[config.mk]
export PLATFORM = sky130hd
export DESIGN_NAME = histogram_cdf_lut
export DESIGN_NICKNAME = d
export VERILOG_FILES = /design/src/rtl/histogram_cdf_lut.sv
export SDC_FILE = /design/constraint.sdc
export NUM_CORES = 1
export LEC_CHECK = 0
export CORE_ASPECT_RATIO = 0.5
export CORE_UTILIZATION = 55
export DETAILED_ROUTE_END_ITERATION = 12
export DONT_BUFFER_PORTS = 1
export GPL_ROUTABILITY_DRIVEN = 0
export MAX_ROUTING_LAYER = met4
export PLACE_DENSITY = 0.67
export SYNTH_ARGS = -nofsm -noshare
export SYNTH_HDL_FRONTEND = slang
export SYNTH_SLANG_ARGS = --single-unit
[constraint.sdc]
create_clock -name i_sys_clk -period 14.1 [get_ports i_sys_clk]
set_clock_uncertainty 0.1 [all_clocks]
set_input_delay 2.82 -clock i_sys_clk [delete_from_list [all_inputs] [get_ports i_sys_clk]]
set_output_delay 2.82 -clock i_sys_clk [all_outputs]
set_load 0.03 [all_outputs]
[src/rtl/histogram_cdf_lut.sv]
// Histogram-equalization LUT builder: reads the frame histogram over BRAM port B,
// accumulates the CDF, scales it to the output gray range and writes one LUT entry per level.
module histogram_cdf_lut #(
  parameter int NB_BRAM_DLY  = 2,
  parameter int NB_IMG_HORI  = 960,
  parameter int NB_IMG_VERT  = 640,
  parameter int NB_START_DLY = 8,
  parameter int WD_BRAM_ADR  = 8,
  parameter int WD_BRAM_DAT  = 32,
  parameter int WD_IMG_DATA  = 8,
  parameter int WD_FRAC      = 24,
  parameter int WD_ERR_INFO  = 4
) (
  input  logic                   i_sys_clk,
  input  logic                   i_sys_rst,
  input  logic                   s_img_gray_c_fsync,
  output logic                   m_bram_hist_enb,
  output logic [WD_BRAM_ADR-1:0] m_bram_hist_addrb,
  input  logic [WD_BRAM_DAT-1:0] m_bram_hist_doutb,
  output logic                   m_lut_wr_en,
  output logic [WD_IMG_DATA-1:0] m_lut_wr_addr,
  output logic [WD_IMG_DATA-1:0] m_lut_wr_data,
  output logic                   m_lut_busy,
  output logic                   m_lut_done,
  output logic [WD_ERR_INFO-1:0] m_err_lut_info1
);

  localparam int unsigned L  = 2 ** WD_IMG_DATA;
  localparam int unsigned WC = WD_BRAM_DAT + WD_IMG_DATA;
  // Extra WD_IMG_DATA bits of headroom so the rounded product can never wrap.
  localparam int unsigned WP = WC + WD_FRAC + WD_IMG_DATA;
  localparam logic [WC-1:0] N_PIX = WC'(NB_IMG_HORI * NB_IMG_VERT);
  localparam logic [WP-1:0] K =
    WP'(((64'(L) - 64'd1) << WD_FRAC) / 64'(NB_IMG_HORI * NB_IMG_VERT));
  localparam logic [WP-1:0] RND = WP'(1) << (WD_FRAC - 1);

  typedef enum logic [2:0] {S_IDLE, S_WAIT, S_READ, S_DRAIN, S_DONE} state_t;

  state_t                   state;
  logic                     fsync_q;
  logic                     fall;
  logic [15:0]              cnt;
  logic [WD_IMG_DATA-1:0]   rd_lvl;
  logic [NB_BRAM_DLY-1:0]   vld_sr;
  logic                     c_vld;
  logic [WC-1:0]            cdf;
  logic [WD_IMG_DATA-1:0]   wr_idx;
  logic [2:0]               err;
  logic [WP-1:0]            prod;
  logic [WP-1:0]            scaled;
  logic                     sat;
  logic [WD_IMG_DATA-1:0]   lvl;

  assign fall              = fsync_q & ~s_img_gray_c_fsync;
  assign m_bram_hist_addrb = WD_BRAM_ADR'(rd_lvl);
  assign m_err_lut_info1   = WD_ERR_INFO'(err);

  always_comb begin
    prod   = WP'(cdf) * K + RND;
    scaled = prod >> WD_FRAC;
    sat    = scaled > WP'(L - 1);
    lvl    = sat ? '1 : scaled[WD_IMG_DATA-1:0];
  end

  always_ff @(posedge i_sys_clk or posedge i_sys_rst) begin
    if (i_sys_rst) begin
      state           <= S_IDLE;
      fsync_q         <= 1'b0;
      cnt             <= '0;
      rd_lvl          <= '0;
      vld_sr          <= '0;
      c_vld           <= 1'b0;
      cdf             <= '0;
      wr_idx          <= '0;
      err             <= '0;
      m_bram_hist_enb <= 1'b0;
      m_lut_wr_en     <= 1'b0;
      m_lut_wr_addr   <= '0;
      m_lut_wr_data   <= '0;
      m_lut_busy      <= 1'b0;
      m_lut_done      <= 1'b0;
    end else begin
      fsync_q <= s_img_gray_c_fsync;

      // Read-valid follows the BRAM latency; C accumulates, M/W scales and writes.
      vld_sr <= (vld_sr << 1) | NB_BRAM_DLY'(m_bram_hist_enb);
      c_vld  <= vld_sr[NB_BRAM_DLY-1];
      if (vld_sr[NB_BRAM_DLY-1]) cdf <= cdf + WC'(m_bram_hist_doutb);

      m_lut_wr_en <= c_vld;
      if (c_vld) begin
        m_lut_wr_addr <= wr_idx;
        m_lut_wr_data <= lvl;
        wr_idx        <= wr_idx + WD_IMG_DATA'(1);
        if (sat) err[2] <= 1'b1;
      end

      m_lut_done <= 1'b0;
      if (fall && state != S_IDLE) err[1] <= 1'b1;

      case (state)
        S_IDLE: begin
          if (fall) begin
            state      <= S_WAIT;
            m_lut_busy <= 1'b1;
            cnt        <= '0;
            cdf        <= '0;
            wr_idx     <= '0;
            err[0]     <= 1'b0;
            err[2]     <= 1'b0;
          end
        end
        S_WAIT: begin
          if (cnt == 16'(NB_START_DLY - 1)) begin
            state           <= S_READ;
            m_bram_hist_enb <= 1'b1;
            rd_lvl          <= '0;
          end else begin
            cnt <= cnt + 16'd1;
          end
        end
        S_READ: begin
          if (rd_lvl == WD_IMG_DATA'(L - 1)) begin
            state           <= S_DRAIN;
            m_bram_hist_enb <= 1'b0;
            cnt             <= '0;
          end else begin
            rd_lvl <= rd_lvl + WD_IMG_DATA'(1);
          end
        end
        S_DRAIN: begin
          if (cnt == 16'(NB_BRAM_DLY + 1)) begin
            state      <= S_DONE;
            m_lut_done <= 1'b1;
            m_lut_busy <= 1'b0;
            err[0]     <= (cdf != N_PIX);
          end else begin
            cnt <= cnt + 16'd1;
          end
        end
        S_DONE: begin
          state <= S_IDLE;
        end
        default: state <= S_IDLE;
      endcase
    end
  end

endmodule

==> impl_results.md <==
* Bufs and invs on worst path at 6
* I/O Buffers at 0
* First-pass GRT wire length at 60.5 mm
* RSZ-0062 raised after global routing: no
* Worst path slowest cell: nor4_4
* RR Startpoint: cdf[12]
* DR iter-0 viols at 854
* Hold Fails Final Rpt at 0
* Synth cell types at 90
* Nets at 2206
* Min Tclk post-route at 6970 ps
* Worst-margin pin slew at 925 ps
* TritonCTS clock tree: done
* Final Setup Violations at 0
* Clk sink count at 102
* R2R cell count at 23
* Main flop type after synthesis: dfrtp_1
* Fin crit share at 49.4%
* Slowest Stage Delay on Critical Path at 550 ps
* Die Wd at 245 um
* Final wirelength at 36.7 mm
* CP max FO at 9
* R2R setup slack at 7130 ps
* Setup CP Type: flop to flop
* HPWL Detailed at 31.5 mm
* Via count at 12000
* Clock root cell: clkbuf_16
* Post-CTS Resized at 0
* Vias per cell at 5.68
* Cells taking the most area after synthesis: fa_1 (26%), ha_1 (18%), dfrtp_1 (16%), inv_1 (8.3%), nor2_1 (2.5%)
* Setup TNS Final at 0 ps
* Largest net degree at the start of global routing at 68
* Reg clk slew, reported paths at 80 ps
* Initial Utilization at 56.0%
* Post-synth EDFFs at 0
* Async S/R FF share, synth at 100%
* Slew margin rel. at 37.5%
* Area grow syn2layout at 4.17%
* DIE AREA at 30300 um2
* CP delay by family, top: adder cells
* Fmax at 144 MHz
* Worst-path cell chain: inv_1 > ha_1 > inv_1 > fa_1 > inv_1 > fa_1 > inv_1 > fa_1 > inv_1 > fa_1 > inv_1 > ha_1 > ha_1 > nand4_1 > nor3_2 > a32o_1 > a41o_1 > o2111a_1 > nor4_1 > nor4_4 > nand4bb_2 > nor4_4 > a31oi_1
* #FFs+latches synth at 102
* Most frequent cells in the layout: inv_1 (358), ha_1 (234), fa_1 (214)
* Grt ovf at 0
* Die H at 124 um
* Most frequent CP cell: inv_1
* RR Endpoint: m_lut_wr_data[7]
* Post-Synthesis Cells at 1743
* Pre-antenna DRT Iters at 5
* ANT nets after route at 0
* Mean post-synth cell area at 9.34 um2
* Synth top area share at 26.3%
* Core ar. at 29100 um2
* Synth Net Count at 2226
* Worst-skew pair later-pin latency at 370 ps
* Remaining DRCs at 0
* Critical Path AT at 7090 ps
* Worst Hold Launch: vld_sr[0]
* Syn Std Cell Area at 16300 um2
* Vias in the first global route at 12000
* # H-tree levels at 3
* CTS Buf Count at 9
* Final Max Tran Viols at 0
* Antenna violations before repair at 0
* Sequential share of the synthesized area at 15.7%
* Fill cell count at 2543
* Hold Path End: vld_sr[1]
* Hold depth at 0
* # Post-CTS Setup Buffers at 0
* Hold WC Path Type: flop to flop
* Row Count at 44
* I/O pin cnt at 67
* Worst Path Required at 14220 ps
* Synth warnings at 0
* Clock Path Buffers at 2
* Share of layout cells above drive strength 1 at 3.65%
* Inserted Diodes at 0
* CP endpoint kind: flop
* Status: finished, final reports clean
* Maxcap violations at 0
* Worst setup SP type: flop
* Most common cell after layout, fill and taps aside: inv_1
* DR WL/cell at 17.3 um
* Total GRT Usage at 26.0%
* Synth area leader: fa_1
* Hold-fix buffers at CTS at 0
-- cells in the mapped netlist (9+ instances only) --
library cell / instances
o21bai_1: 9
fa_1: 214
nand2_1: 93
nor3_1: 22
a31oi_1: 20
xnor2_1: 29
inv_1: 359
clkbuf_1: 22
nand2b_1: 9
nand3_1: 33
a21oi_1: 80
mux2_2: 9
ha_1: 234
nand4_1: 27
or3_1: 18
nor2_1: 110
a21o_1: 41
mux2i_1: 28
xor2_1: 36
dfrtp_1: 102
o21ai_0: 63
and3_1: 18
o21a_1: 16
-- layer usage --
metal  part of all wire, %  vias to the layer above  track usage (%)
met3                   6.2                       39             6.12
met5                     0                        -                -
met4                   1.1                        0             4.57
met1                    45                     5939             34.2
li1                      -                     5748                -
met2                    47                      314             41.4
-- cells by family after synthesis --
logic type,count (synthesis),synth area share (%)
adders and majority gates,448,44.3
and+or+nand+nor,377,11.7
AOI/OAI and AO/OA,317,13.1
xor gates and xnor gates,65,3.50
DFF,102,15.7
other,1,0.0230
muxes,37,2.35
buffers and inverters,396,9.35
-- worst register-to-register path, delay by kind of cell (launching register included) --
family / cells / cell delay [ps]
adder cells (fa/ha/maj): 7 / 3290
AND/OR/NAND/NOR: 6 / 1710
AO/OA/AOI/OAI: 4 / 870
flip-flops: 1 / 430
buffers and inverters: 6 / 410
-- registers in the layout (all words and copies together) (netlist names) --
register,count
m_bram_hist_addrb,8
fsync_q,1
cnt,16
err,3
m_lut_wr_addr,8
m_bram_hist_enb,1
state,3
m_lut_busy,1
m_lut_wr_en,1
m_lut_wr_data,8
m_lut_done,1
wr_idx,8
c_vld,1
vld_sr,2
cdf,40
-- area by class of cell --
cell class              count  area, um2  area share [%]
inverters                 360       1350            7.99
repair buffers              5       37.5           0.221
multi-input cells        1245      12200            72.0
clock buffers               9        225            1.33
clock inverters             7       86.3           0.509
flip-flops and latches    102       2550            15.1
well taps                 391        489            2.89
-- worst max-delay path by stage --
stage | startpoint | to | slack (ps) | depth (start not counted)
2_1_floorplan | cdf[12] | err[2] | 7830 | 23
3_3_place_gp | cdf[12] | m_lut_wr_data[0] | 7360 | 23
3_5_place_dp | cdf[12] | m_lut_wr_data[7] | 7170 | 23
4_1_cts | cdf[12] | m_lut_wr_data[7] | 7130 | 23
5_1_grt | cdf[12] | m_lut_wr_data[7] | 6680 | 23
6_report | cdf[12] | m_lut_wr_data[7] | 7130 | 23
-- through the flow --
| stage | util (%) | cell area [um2] | hold slack (ps) | std cells | setup slack [ps] |
|---|---|---|---|---|---|
| detailed placement | 57.2 | 16600 | 247 | 2103 | 7170 |
| finish | 58.3 | 17000 | 252 | 2119 | 7130 |
| CTS | 58.3 | 17000 | 256 | 2119 | 7130 |
| global placement | 57.2 | 16600 | 244 | 2103 | 7360 |
| floorplan | - | 16300 | 231 | 1743 | 7830 |
| global route | 58.3 | 17000 | 261 | 2119 | 6680 |
Power is left out: the tool's default activity adds up to more than one toggle a clock period on the data nets, which glitch-free logic cannot reach.
